===== src/rtl/ssp_pkg.sv =====
// Constants and types shared by the SSP transmit/receive FIFOs and shift logic.
package ssp_pkg;
  localparam int SSP_DATA_W     = 8;
  localparam int SSP_FIFO_DEPTH = 4;

  typedef logic [SSP_DATA_W-1:0] ssp_byte_t;
endpackage


===== src/rtl/txfifo.sv =====
// SSP transmit FIFO: APB writes enqueue bytes, the tx shift logic pops them.
// Head byte is presented first-word-fall-through; SSPTXINTR flags full.
module txfifo
  import ssp_pkg::*;
#(
  parameter  int DEPTH = SSP_FIFO_DEPTH,
  parameter  int WIDTH = SSP_DATA_W,
  localparam int AW    = $clog2(DEPTH)
) (
  input  logic             PCLK,
  input  logic             CLEAR,
  input  logic             PSEL,
  input  logic             PWRITE,
  input  logic [WIDTH-1:0] PWDATA,
  input  logic             tx_pop,
  output logic [WIDTH-1:0] TxData,
  output logic             tx_valid,
  output logic             SSPTXINTR,
  output logic             tx_overflow
);

  localparam logic [AW:0] FULL_COUNT = (AW + 1)'(DEPTH);

  logic [WIDTH-1:0] mem [DEPTH];
  logic [AW-1:0]    rd_ptr;
  logic [AW-1:0]    wr_ptr;
  logic [AW:0]      count;
  logic             overflow;

  logic full;
  logic empty;
  logic wr_req;
  logic wr_en;
  logic rd_en;

  assign full   = (count == FULL_COUNT);
  assign empty  = (count == '0);
  assign wr_req = PSEL & PWRITE;
  // A full FIFO drops the write even if a pop frees a slot this cycle.
  assign wr_en  = wr_req & ~full;
  assign rd_en  = tx_pop & ~empty;

  // NOTE: all state here uses non-blocking assignments so every register
  // samples the pre-edge values of its neighbours, regardless of order.
  always_ff @(posedge PCLK) begin
    if (CLEAR) begin
      rd_ptr   <= '0;
      wr_ptr   <= '0;
      count    <= '0;
      overflow <= 1'b0;
      // NOTE: storage is cleared as well, so TxData is a defined 0 after
      // CLEAR instead of showing whatever byte was left behind.
      for (int i = 0; i < DEPTH; i++) begin
        mem[i] <= '0;
      end
    end else begin
      if (wr_en) begin
        mem[wr_ptr] <= PWDATA;
        wr_ptr      <= wr_ptr + AW'(1);
      end
      if (rd_en) begin
        rd_ptr <= rd_ptr + AW'(1);
      end
      if (wr_req & full) begin
        overflow <= 1'b1;
      end
      case ({wr_en, rd_en})
        2'b10:   count <= count + (AW + 1)'(1);
        2'b01:   count <= count - (AW + 1)'(1);
        default: count <= count;
      endcase
    end
  end

  // Pointers wrap naturally because DEPTH is a power of two.
  assign TxData      = mem[rd_ptr];
  assign tx_valid    = ~empty;
  assign SSPTXINTR   = full;
  assign tx_overflow = overflow;

endmodule

===== config.mk =====
export PLATFORM = sky130hd
export DESIGN_NAME = txfifo
export DESIGN_NICKNAME = d
export VERILOG_FILES = /design/src/rtl/ssp_pkg.sv /design/src/rtl/txfifo.sv
export SDC_FILE = /design/constraint.sdc
export NUM_CORES = 1
export LEC_CHECK = 0
export ABC_AREA = 0
export CAP_MARGIN = 20
export CORE_ASPECT_RATIO = 1.25
export CORE_MARGIN = 5
export CORE_UTILIZATION = 40
export CTS_BUF_LIST = sky130_fd_sc_hd__clkbuf_8
export CTS_CLUSTER_SIZE = 30
export DETAILED_ROUTE_END_ITERATION = 10
export PLACE_DENSITY_LB_ADDON = 0.08
export SLEW_MARGIN = 15
export SYNTH_ARGS = -nofsm -noshare
export SYNTH_HDL_FRONTEND = slang
export SYNTH_SLANG_ARGS = --single-unit
export TNS_END_PERCENT = 20

===== constraint.sdc =====
create_clock -name PCLK -period 2.4 [get_ports PCLK]
set_clock_uncertainty 0.2 [all_clocks]
set_input_delay 0.48 -clock PCLK [delete_from_list [all_inputs] [get_ports PCLK]]
set_output_delay 0.48 -clock PCLK [all_outputs]
set_load 0.005 [all_outputs]

# == Yosys cells after proc, flatten, opt, wreduce, memory -nomap -nowiden ==
# Memories as Yosys holds them, arrays and structs flattened. A register that Yosys moved wholly into a read port is not among the register bits.
# Index checks and enable logic that the tools add are counted.
# word_totals
reg_bits,8
ramBits,32
input_bits,13
output_inout_bits,11
memories,1
# op_classes
addsub,4
n_eq_ne,3
n_mux,11
n_bitwise,6
n_reduce_logical,3
# mem_list
name,depth,word_bits,rd,rd_clocked_by_memory_dff,wr,line,source
mem,4,8,1,1,4,txfifo.sv:24,logic [WIDTH-1:0] mem [DEPTH];
# op_table
operator,count
8-bit 2-to-1 mux,1
8-bit OR reduction,1
1-bit 2-to-1 mux,6
2-bit 2-to-1 mux,3
3-bit case mux with 2 select lines,1
"2-bit by 1-bit adder with 2-bit output, second input constant",2
1-bit AND,4
"3-bit by 1-bit adder with 3-bit output, second input constant",1
"3-bit == test, second input constant",1
3-bit zero test,1
"3-bit by 1-bit subtractor with 3-bit output, second input constant",1
"2-bit by 1-bit == test with 1-bit output, second input constant",1
"2-bit == test, second input constant",1
1-bit inverter,2
2-bit nonzero test,1

# == Logic depth before layout (Yosys ltp) ==
# Gate-level depths: netlist of the first run.
# depth
word_depth,8
depth_mapped,9

# == Worst setup path before layout of the first run ==
# No wires, ideal clock.
# synth_path
path_kind,register to register
start,register count[2]
end,register count[2]
setup_time_ps,71
arrival_ps,2049
slack_ps,81
stages_incl_launch_ff,10
n_path_buf,0
cell_sequence,dfxtp_1 > nor3b_4 > nor2_1 > inv_1 > ha_1 > inv_1 > fa_1 > xor2_1 > or3_1 > a21oi_1
# synth_between
elab_chain_len,5
# synth_rtl
element,line,source
start: declaration,txfifo.sv:27,logic [AW:0] count;
start signal: assignment,txfifo.sv:68,2'b10: count <= count + (AW + 1)'(1);
start signal: assignment,txfifo.sv:69,2'b01: count <= count - (AW + 1)'(1);
start signal: assignment,txfifo.sv:70,default: count <= count;
3-bit == test (*),txfifo.sv:36,assign full = (count == FULL_COUNT);
net SSPTXINTR,txfifo.sv:18,"output logic SSPTXINTR,"
1-bit inverter (*),txfifo.sv:40,assign wr_en = wr_req & ~full;
1-bit AND (*),txfifo.sv:40,
2-bit by 1-bit == test with 1-bit output or 2-bit == test (tied branches),txfifo.sv:67,"case ({wr_en, rd_en})"
3-bit case mux with 2 select lines or 2-bit nonzero test (tied branches),-,
# The timed path passes the listed nets; every way through them passes the cells marked *.
# A chain may end at the register's enable or synchronous reset.

# == Worst setup path after layout of the first run ==
# layout_path
start,register count[2]
end,output SSPTXINTR
# layout_between
elab_chain_len,1
# layout_rtl
element,line
3-bit == test,txfifo.sv:36
end: declaration,txfifo.sv:18
# No other way between the ends.

==> results of run 1 <==
[Yosys cell counts (all sizes together) (3+ instances only)]
cell and count:
a21o 4, a21oi 4, and2 8, and3 24, buf 5, dfxtp 10
edfxtp 32, inv 5, mux4 8, nor2 8, or3 3, xor2 3
[report_power, final]
part | total (W) | switching, W | internal, W
registers | 0.000914 | 0.0000547 | 0.000859
clock network | 0.000538 | 0.000232 | 0.000306
logic | 0.000588 | 0.000238 | 0.000350
total | 0.00204 | 0.000525 | 0.00152
[routing by layer]
| layer | up-vias | wire length [µm] | track usage (%) | part of all wire [%] |
|---|---|---|---|---|
| li1 | 572 | - | - | - |
| met1 | 578 | 1470 | 14.3 | 41 |
| met2 | 21 | 1970 | 24.3 | 55 |
| met3 | 5 | 119 | 3.48 | 3.3 |
| met4 | 0 | 53 | 4.10 | 1.5 |
| met5 | - | 0 | 0 | 0 |
[per-stage QoR]
| step | hold slack [ps] | cells | utilization, % |
|---|---|---|---|
| finish | 257 | 233 | 52.3 |
| CTS | 273 | 233 | 52.3 |
| floorplan | 242 | 132 | - |
| global route | 288 | 233 | 52.3 |
| detailed placement | 258 | 225 | 50.1 |
| global placement | 237 | 225 | 50.1 |
[layout by cell type, fill, tap and decap left out, types with 2 or more instances in the layout]
cell type / instances
sky130_fd_sc_hd__buf_12: 5
sky130_fd_sc_hd__dfxtp_1: 9
sky130_fd_sc_hd__or3_1: 2
sky130_fd_sc_hd__and3_2: 3
sky130_fd_sc_hd__dlygate4sd2_1: 8
sky130_fd_sc_hd__buf_4: 12
sky130_fd_sc_hd__clkdlybuf4s50_1: 15
sky130_fd_sc_hd__clkbuf_8: 5
sky130_fd_sc_hd__inv_1: 6
sky130_fd_sc_hd__o21ai_0: 2
sky130_fd_sc_hd__edfxtp_1: 32
sky130_fd_sc_hd__xor2_1: 3
sky130_fd_sc_hd__a21o_1: 4
sky130_fd_sc_hd__mux4_2: 8
sky130_fd_sc_hd__nor2_1: 8
sky130_fd_sc_hd__a21oi_1: 4
sky130_fd_sc_hd__and3_1: 21
sky130_fd_sc_hd__nor2b_1: 2
sky130_fd_sc_hd__and2_1: 8
[worst max-delay path by stage]
stage,slack [ps],end,from,cells after the start
after CTS,80,tx_valid,count[0]$_SDFFE_PP0P_,2
after global placement,-110,count[2]$_SDFFE_PP0P_,PSEL,10
after detailed placement,-190,count[2]$_SDFFE_PP0P_,PSEL,10
final,110,SSPTXINTR,count[2]$_SDFFE_PP0P_,3
after floorplan,80,count[2]$_SDFFE_PP0P_,count[2]$_SDFFE_PP0P_,9
after global routing,10,SSPTXINTR,count[2]$_SDFFE_PP0P_,3
[kinds of logic (layout without fill, tap and decap cells)]
logic type | count (synthesis) | in the layout | share of synthesized area [%]
adders and majority gates | 2 | 2 | 1.72
xor gates and xnor gates | 4 | 4 | 1.85
buffers and inverters | 12 | 53 | 3.64
AOI/OAI and AO/OA | 13 | 13 | 4.64
and+or+nand+nor | 51 | 51 | 17.2
muxes | 8 | 8 | 9.54
DFF | 42 | 42 | 61.5
[registers in the layout, summed over array words and instances (netlist names), named ones only]
signal / flops
tx_overflow: 1
count: 3
mem: 32
rd_ptr: 2
wr_ptr: 2
[tightest hold or removal path: cells and delay by family, from the launching register on]
| family | cells | cell delay (ps) |
|---|---|---|
| buffers and inverters | 1 | 50 |
| AO/OA/AOI/OAI | 1 | 50 |
| flip-flops | 1 | 310 |
[cell type report]
cell class / count / area, µm² / share of cell area, %
tap: 60 / 75.1 / 3.08
timing repair buffer: 40 / 410 / 16.8
inverter: 5 / 18.8 / 0.770
clock buffer: 5 / 68.8 / 2.82
multi-input combinational: 78 / 659 / 27.1
sequential: 42 / 1160 / 47.7
clock inverter: 3 / 41.3 / 1.69
[repair_timing]
action | 4_1_cts | 5_1_grt
setup buffers | 0 | 0
gates resized for setup | 9 | 0
setup endpoints to repair | 8 | 0
==> metrics.sh, run 1 <==
TOP_FAMILY_BY_DELAY_ON_CRITICAL_PATH='buffers and inverters'
NUM-FILL-CELLS=414
WORST_PATH_LARGEST_CELL_DELAY_PS=510
YOSYSUNIQUECELLTYPES=31
DETAIL_ROUTE.ITER0.VIOLATIONS=36
CTS_MAX_LEVEL=2
PERIOD_MINUS_SLACK_PS=2290
HOLDCRITSTARTPOINT='tx_overflow$_SDFFE_PP0P_'
SETUP_TNS_FINAL_PS=0
PATH_CELLS='nor3b_4, buf_4, clkdlybuf4s50_1'
CTS_MAX_PATH_BUFFERS=2
POST_SYNTH.CELL_AREA_AVG_UM2=14.3
TRACK_USAGE_PCT=13.1
SETUP_REPAIR_AFTER_GLOBAL_ROUTING_MISSED_ITS_MARGIN='no'
SYNTH.LARGEST_AREA_CELL='sky130_fd_sc_hd__edfxtp_1'
PEAKVDDDROP_uV=476
NUMPORTBUFFERS=23
SHARE_OF_LAYOUT_CELLS_ABOVE_DRIVE_STRENGTH_1_PCT=23.1
DIEHEIGHT_UM=86.8
SEQUENTIAL_CELL_AREA_FRACTION_IN_THE_YOSYS_REPORT_PCT=61.5
AREA_OF_THE_MAPPED_NETLIST_MM2=0.00189
MIN_TO='tx_overflow$_SDFFE_PP0P_'
SYNTH_ENABLE_FLOP_CELLS=32
NUMCLOCKSINKS=42
SYNTH_SEQ_CELLS=42
CORE_MM2=0.00466
CRITICAL_PATH.MAX_FANOUT=6
PERIOD_SHARE_PCT=95.4
VIA_COUNT=1176
R2R_CELLS=9
ROUTE.DETAILED.WL_PER_INST_UM=15.5
DP_SLACK_PS=-193
INITIAL_CORE_UTIL_PCT=40.5
SYNTH_ASYNC_SR_FLOP_SHARE_PCT=0
GRT_REMAINING_OVERFLOW=0
CAP_VIOL_MAX_COUNT=0
WORSTPATHBUFFERINVERTERCOUNT=2
FINISHED_LAYOUT_CELL_AREA_MM2=0.00244
STD_CELL_ROWS=28
SLEW_HEADROOM_PCT=70.1
INSERTEDDIODECOUNT=0
CRIT-REG2REG-CAPTURE='count[2]$_SDFFE_PP0P_'
DRT-TOTAL-WL_UM=3610
DRC=0
LAYOUT.NETS=187
MIN-DELAY-PATH-CLASS='reg -> reg'
CRIT_REQUIRED_PS=1720
SYNTH_WARNINGS=0
HOLDBUFCOUNTCTS=0
WORST_R2R_STARTPOINT='count[2]$_SDFFE_PP0P_'
CRITICAL-PATH-SLOWEST-CELL='sky130_fd_sc_hd__clkdlybuf4s50_1'
WORST-SETUP-PATH-TYPE='reg -> out'
CLOCK.FMAX_MHz=437
SLEW_VIOLATIONS=0
CHIPWIDTH_UM=71.5
CLOCK_TREE.ROOT_CELL='sky130_fd_sc_hd__clkbuf_8'
DOMINANTREGCELLSYNTH='sky130_fd_sc_hd__edfxtp_1'
VIAS_IN_THE_FIRST_GLOBAL_ROUTE=1248
DOMINANT_CELLS_BY_AREA_AFTER_SYNTHESIS='sky130_fd_sc_hd__edfxtp_1 51%, sky130_fd_sc_hd__dfxtp_1 11%, sky130_fd_sc_hd__mux4_2 9.5%'
POWER_LEAKAGE_nW=1.00
CELLS_AFTER_SYNTH=132
DIE_AREA_MM2=0.00621
WHS_PATH_DEPTH=2
NUMBER_OF_ANTENNA_VIOLATIONS_AT_THE_FIRST_CHECK_IN_GLOBAL_ROUTING=0
CTS_INSERTED_BUFFERS=5
CRIT_PATH_START_KIND='flip-flop'
NUM_IO_PINS=24
DRT_PRE_ANTENNA_ITERS=4
PLACE.DETAILED.HPWL_UM=2540
AVGVIACOUNTPERCELL=5.05
TIMING.CRITICAL_PATH.TO_TYPE='output port'
PLACE_AREA_MM2=0.00233
SYNTHDOMINANTCELLAREASHARE_PCT=50.9
WORST-SLEW-PIN-TRANSITION_PS=443
ROUTE.ANTENNA.REMAINING_NETS=0
LAYOUT_SETUP_WS_PS=110
SYNTH_FP_NETS=147
CLK_PIN_SLEW_WORST_PATHS_PS=70
FINAL_HOLD_VIOLATION_COUNT=0
AREA_DELTA_SYNTH_FINAL_PCT=28.9
POWER_PER_CELL_AREA_mW_PER_MM2=837
FIRST_PASS_GRT_WIRE_LENGTH_UM=6100
GRT_MAX_DEGREE=34
CTS_TREE='done'
RESULT_OF_THE_RUN='completed'
POST-LAYOUT-TOTAL-POWER_W=0.00204
GP_CONGESTION=0.686
CLK_LATENCY_PS=280
TIMING.CRITICAL_PATH.ARRIVAL_PS=1610
REG2REG_SETUP_SLACK_PS=160
COUNT_OF_FINAL_SETUP_VIOLATORS=0
Power figures use the tool's default switching activity.
==> inputs of run 2 (changes only) <==
- CTS_BUF_LIST: sky130_fd_sc_hd__clkbuf_8 -> sky130_fd_sc_hd__clkbuf_2
- PLACE_DENSITY: default -> 0.65
- PLACE_DENSITY_LB_ADDON: 0.08 -> default
==> run 2 against run 1 <==
Net effect:
- sequential share of layout area rose by 2.1 points
- utilization fell by 1.9 points
- design area fell by 3.5%
- sequential cell count did not move
- power fell by 12%
- highest routed layer unchanged
- register-to-register slack got worse by 20 ps
- setup slack got worse by 60 ps
- critical path depth did not move
- final cell count rose by 0.43%
==> metrics.sh, run 2 (synthesized netlist as in run 1, its figures left out) <==
RESULT_OF_THE_RUN='completed'
GRT_REMAINING_OVERFLOW=0
POST-LAYOUT-TOTAL-POWER_W=0.00180
SLEW_HEADROOM_PCT=71.9
AVGVIACOUNTPERCELL=5.05
PEAKVDDDROP_uV=490
CRITICAL_PATH.ENDPOINT='SSPTXINTR'
SETUP_REPAIR_AFTER_GLOBAL_ROUTING_MISSED_ITS_MARGIN='yes'
ROUTE.DETAILED.WL_PER_INST_UM=15.3
AREA_DELTA_SYNTH_FINAL_PCT=24.4
CLK_PIN_SLEW_WORST_PATHS_PS=190
CLOCK_TREE.ROOT_CELL='sky130_fd_sc_hd__clkbuf_2'
NUMBER_OF_ANTENNA_VIOLATIONS_AT_THE_FIRST_CHECK_IN_GLOBAL_ROUTING=0
PLACE_AREA_MM2=0.00228
STD_CELL_ROWS=28
DETAIL_ROUTE.ITER0.VIOLATIONS=39
COMMONEST_NON_FILL_NON_TAP_CELLS_IN_THE_LAYOUT='32 x sky130_fd_sc_hd__edfxtp_1, 21 x sky130_fd_sc_hd__and3_1, 16 x sky130_fd_sc_hd__buf_4, 14 x sky130_fd_sc_hd__clkdlybuf4s50_1'
TIMING.CRITICAL_PATH.ARRIVAL_PS=1670
FINAL-SEQ-AREA_MM2=0.00117
ROUTE.ANTENNA.REMAINING_NETS=0
PERIOD_MINUS_SLACK_PS=2350
CTS_MAX_PATH_BUFFERS=2
WORST_R2R_STARTPOINT='count[1]$_SDFFE_PP0P_'
NUM_IO_PINS=24
FINAL_HOLD_VIOLATION_COUNT=0
TIMING.CRITICAL_PATH.TO_TYPE='output port'
CTS_TREE='done'
SLEW_VIOLATIONS=0
HOLDBUFCOUNTCTS=0
DP_SLACK_PS=-242
INSTANCES_NO_FILL=234
CRIT-REG2REG-CAPTURE='count[2]$_SDFFE_PP0P_'
CLOCK.FMAX_MHz=426
GRT_MAX_DEGREE=22
CRIT_REQUIRED_PS=1720
REG_TOP3='mem (32), count (3)'
FIRST_PASS_GRT_WIRE_LENGTH_UM=5980
POWER_PER_CELL_AREA_mW_PER_MM2=766
DRT-TOTAL-WL_UM=3580
REG2REG_SETUP_SLACK_PS=140
FINISHED_LAYOUT_CELL_AREA_MM2=0.00235
CRIT_PATH_START='count[1]$_SDFFE_PP0P_'
AREA_OF_THE_MULTI_INPUT_GATES_UM2=659
NUMPORTBUFFERS=23
LAYOUT.CELLS.MOST_COMMON='sky130_fd_sc_hd__edfxtp_1'
NUMCLOCKSINKS=42
CAP_VIOL_MAX_COUNT=0
CRITICAL_PATH.MAX_FANOUT=6
CRIT_PATH_START_KIND='flip-flop'
REGISTERS.TOP_BY_FF_COUNT='mem'
VIAS_IN_THE_FIRST_GLOBAL_ROUTE=1284
DIE_AREA_MM2=0.00621
COUNT_OF_FINAL_SETUP_VIOLATORS=0
TRACK_USAGE_PCT=12.9
WORST-SLEW-PIN-TRANSITION_PS=417
MIN-DELAY-PATH-CLASS='reg -> reg'
CHIPWIDTH_UM=71.5
POWER_LEAKAGE_nW=0.964
PERIOD_SHARE_PCT=97.9
CTS_MAX_LEVEL=2
DRT_PRE_ANTENNA_ITERS=4
DIEHEIGHT_UM=86.8
NUM-FILL-CELLS=428
WORST-SETUP-PATH-TYPE='reg -> out'
LARGEST_REGISTER_FFS=32
LAYOUT_SETUP_WS_PS=49.8
SHARE_OF_LAYOUT_CELLS_ABOVE_DRIVE_STRENGTH_1_PCT=25.3
INITIAL_CORE_UTIL_PCT=40.5
DP.CELLS=225
CLK_LATENCY_PS=390
PLACE.DETAILED.HPWL_UM=2630
GP_CONGESTION=0.726
SETUP_TNS_FINAL_PS=0
CTS_INSERTED_BUFFERS=5
VIA_COUNT=1181
R2R_CELLS=9
CORE_MM2=0.00466
INSERTEDDIODECOUNT=0
LAYOUT.NETS=188
DRC=0
## run 2: changes by cell type in the layout (fill, tap and decap cells not counted), sizes merged
| cell | previous run | this run |
|---|---|---|
| clkinv | 0 | 2 |
| dlymetal6s2s | 0 | 1 |
| inv | 6 | 5 |
| clkdlybuf4s15 | 0 | 8 |
| dlygate4sd2 | 8 | 0 |
| clkdlybuf4s50 | 15 | 14 |
| bufinv | 1 | 0 |
| buf | 17 | 18 |
## run 2: worst min-delay path by stage
stage	slack, ps	start	cells after the start	endpoint
global route	280	tx_overflow$_SDFFE_PP0P_	2	tx_overflow$_SDFFE_PP0P_
CTS	260	tx_overflow$_SDFFE_PP0P_	2	tx_overflow$_SDFFE_PP0P_
global placement	230	tx_overflow$_SDFFE_PP0P_	2	tx_overflow$_SDFFE_PP0P_
floorplan	240	tx_overflow$_SDFFE_PP0P_	2	tx_overflow$_SDFFE_PP0P_
detailed placement	240	tx_overflow$_SDFFE_PP0P_	2	tx_overflow$_SDFFE_PP0P_
finish	260	tx_overflow$_SDFFE_PP0P_	2	tx_overflow$_SDFFE_PP0P_
## run 2: repair_timing
item                                    CTS  global route
gates resized for setup                  11            13
cloned                                    0             0
buffers inserted                          0             1
pin swaps                                 0             1
endpoints found under the setup margin   10            10
## run 2: stage by stage
stage               hold WS [ps]  util, %
finish                       262     50.4
global route                 280     50.4
CTS                          264     49.8
detailed placement           237     49.0
global placement             234     49.0
floorplan                    242        -
## run 2: area by class of cell
| cell class | instances | area share [%] |
|---|---|---|
| well taps | 60 | 3.19 |
| clock inverters | 3 | 0.692 |
| inverters | 5 | 0.799 |
| repair buffers | 41 | 16.3 |
| flip-flops and latches | 42 | 49.8 |
| clock buffers | 5 | 1.06 |
| multi-input cells | 78 | 28.1 |
## run 2: layer usage
metal  global-route usage (%)  vias up  share of wire, %
met5                        0        -                 0
met4                     6.67        0               2.2
met3                     2.67        8               3.5
met2                     23.6       21                53
met1                     13.7      579                41
li1                         -      573                 -
## run 2: worst max-delay path, stage by stage (launching register included)
cell and delay, ps:
sky130_fd_sc_hd__dfxtp_2 400, sky130_fd_sc_hd__nor3b_4 220, sky130_fd_sc_hd__buf_6 150, sky130_fd_sc_hd__clkdlybuf4s50_1 500
## run 2: power breakdown
part	switching (W)	internal, W	leakage, nW	total (W)
sequential	0.0000629	0.000866	0.417	0.000929
combinational	0.000228	0.000352	0.521	0.000580
clock	0.000226	0.0000664	0.0264	0.000293
total	0.000517	0.00128	0.964	0.00180
==> variant: new RTL, config.mk and constraints of run 2 <==
Set the package constant `SSP_FIFO_DEPTH` to 8 (it was 4).
--- a/src/rtl/ssp_pkg.sv
+++ b/src/rtl/ssp_pkg.sv
@@ -3,3 +3,3 @@
   localparam int SSP_DATA_W     = 8;
-  localparam int SSP_FIFO_DEPTH = 4;
+  localparam int SSP_FIFO_DEPTH = 8;
 
Check against the original RTL: not equivalent (Yosys sat finds a counterexample within 10 cycles, from zero or initial values).
==> variant against run 2 <==
- the flow now finishes with violations (negative setup slack)
- area after synthesis grew 90%
- count of clock-buffer cells in the layout grew 6
- sequential cell count grew 36
- critical path depth grew 2
- non-clock buffer count grew 19
- worst setup slack lost 0.40 ns
- register-to-register slack lost 0.24 ns
- power grew 110%
- final cell count grew 90%
- sequential share of layout area shrank 1.4 points
- sequential power grew 75%
- final area grew 94%
- routed wire length grew 120%
- critical path type unchanged
- critical endpoint is now TxData[3]
==> variant: results (changes against run 2) <==
clock_tree:
  clock_latency_ns: 0.50  # +0.11 ns
  cts_buffers: 9  # +4
  htreeDepth: 3  # +1
setup_path:
  arrival_ns: 2.07  # +0.40 ns
pwr:
  peakVddDrop_mv: 0.5510  # +12%
  p_leak_nw: 1.732  # +80%
status:
  violations: "negative setup slack"
  outcome: "complete, but fails checks"
yosys:
  synth_edf_count: 64  # +100%
  netlist_top_cells_count: "edfxtp_1 (64), nor2_1 (45), and2_1 (33)"
  synth.net_count: 278  # +89%
  synth-seq-area-share: 0.6150  # about the same
  synth_cell_types: 36  # +16%
  yosys-top-cells-area: "edfxtp_1 (54%), mux4_2 (10%), dfxtp_1 (7.8%)"
drt:
  wl_met1_um: 3172  # +120%
  wl_met2_um: 4299  # +130%
  vias: 2265  # +92%
  route.met3.wl_um: 461  # +270%
global_route:
  track_usage: 0.1594  # +0.03063
  grt_pass1_vias: 2398  # +87%
  grt_max_degree: 23  # +4.5%
cells_and_area:
  num-fill-cells: 759  # +77%
  reg_top3: "mem (64), count (4)"
  drive_gt1_frac: 0.3426  # +0.08972
  fin_nets: 337  # +79%
placed_design:
  place_area_um2: 4240  # +86%
  place_congestion: 0.7557  # +4.0%
  dpl.hpwl_um: 5215  # +98%
sta:
  setup-violations-final: 10  # +10
  fin_ws_ns: -0.3452  # -0.3950 ns
## variant: layout make-up
| type | instances | area (µm²) | share of cell area |
|---|---|---|---|
| Inverter | 3 | 23.77 | 0.005208 |
| Multi-Input combinational cell | 167 | 1380 | 0.3024 |
| Timing Repair Buffer | 60 | 639.4 | 0.1401 |
| Clock inverter | 5 | 106.4 | 0.02330 |
| Clock buffer | 11 | 55.05 | 0.01206 |
| Sequential cell | 78 | 2210 | 0.4841 |
| Tap cell | 120 | 150.1 | 0.03289 |
## variant: final timing paths
kind | from | end | slack [ns] | depth (start not counted)
worst max register to register | count[2] | count[2] | -0.10 | 11
worst max-delay path | register | TxData[3] | -0.35 | 5
worst min-delay path | rd_ptr[1] | rd_ptr[1] | 0.30 | 2
worst min register to register | rd_ptr[1] | rd_ptr[1] | 0.30 | 2
## variant: logic make-up after synthesis
group | Yosys count | synth area share
simple gates | 112 | 0.1621
xor+xnor | 7 | 0.01712
compound gates | 16 | 0.03145
fa+ha+maj | 5 | 0.01747
flops | 78 | 0.6150
buf+inv | 15 | 0.02236
mux | 27 | 0.1345
## variant: repair_timing
item	CTS	global route
resized for setup	61	4
pin swaps	3	1
gates cloned	1	0
setup endpoints to repair	12	12
buffers inserted	7	1
hold endpoints to repair	0	0
## variant: worst max-delay path: stages (launching register included)
cell	delay, ns
dfxtp_4	0.44
buf_12	0.13
buf_6	0.10
mux4_2	0.50
mux2_4	0.29
buf_6	0.12
## variant: layer usage
metal	vias to the layer above	global-route usage
met3	11	0.02792
met4	0	0.06256
met5	-	0
met2	72	0.2846
li1	1068	-
met1	1114	0.1899
## variant: report_power, final
part / internal (mW) / total (mW) / switching (mW)
Clock: 0.462 / 0.921 / 0.460
Sequential: 1.57 / 1.63 / 0.0611
Combinational: 0.732 / 1.25 / 0.517
## variant: metrics by stage
step / instances / setup slack (ns) / TNS, ns
2_1_floorplan: 260 / -0.1511 / -0.2536
3_3_place_gp: 418 / -0.3113 / -5.810
3_5_place_dp: 418 / -0.3728 / -7.892
4_1_cts: 442 / -0.4039 / -3.318
5_1_grt: 444 / -0.4386 / -3.863
6_report: 444 / -0.3452 / -2.794
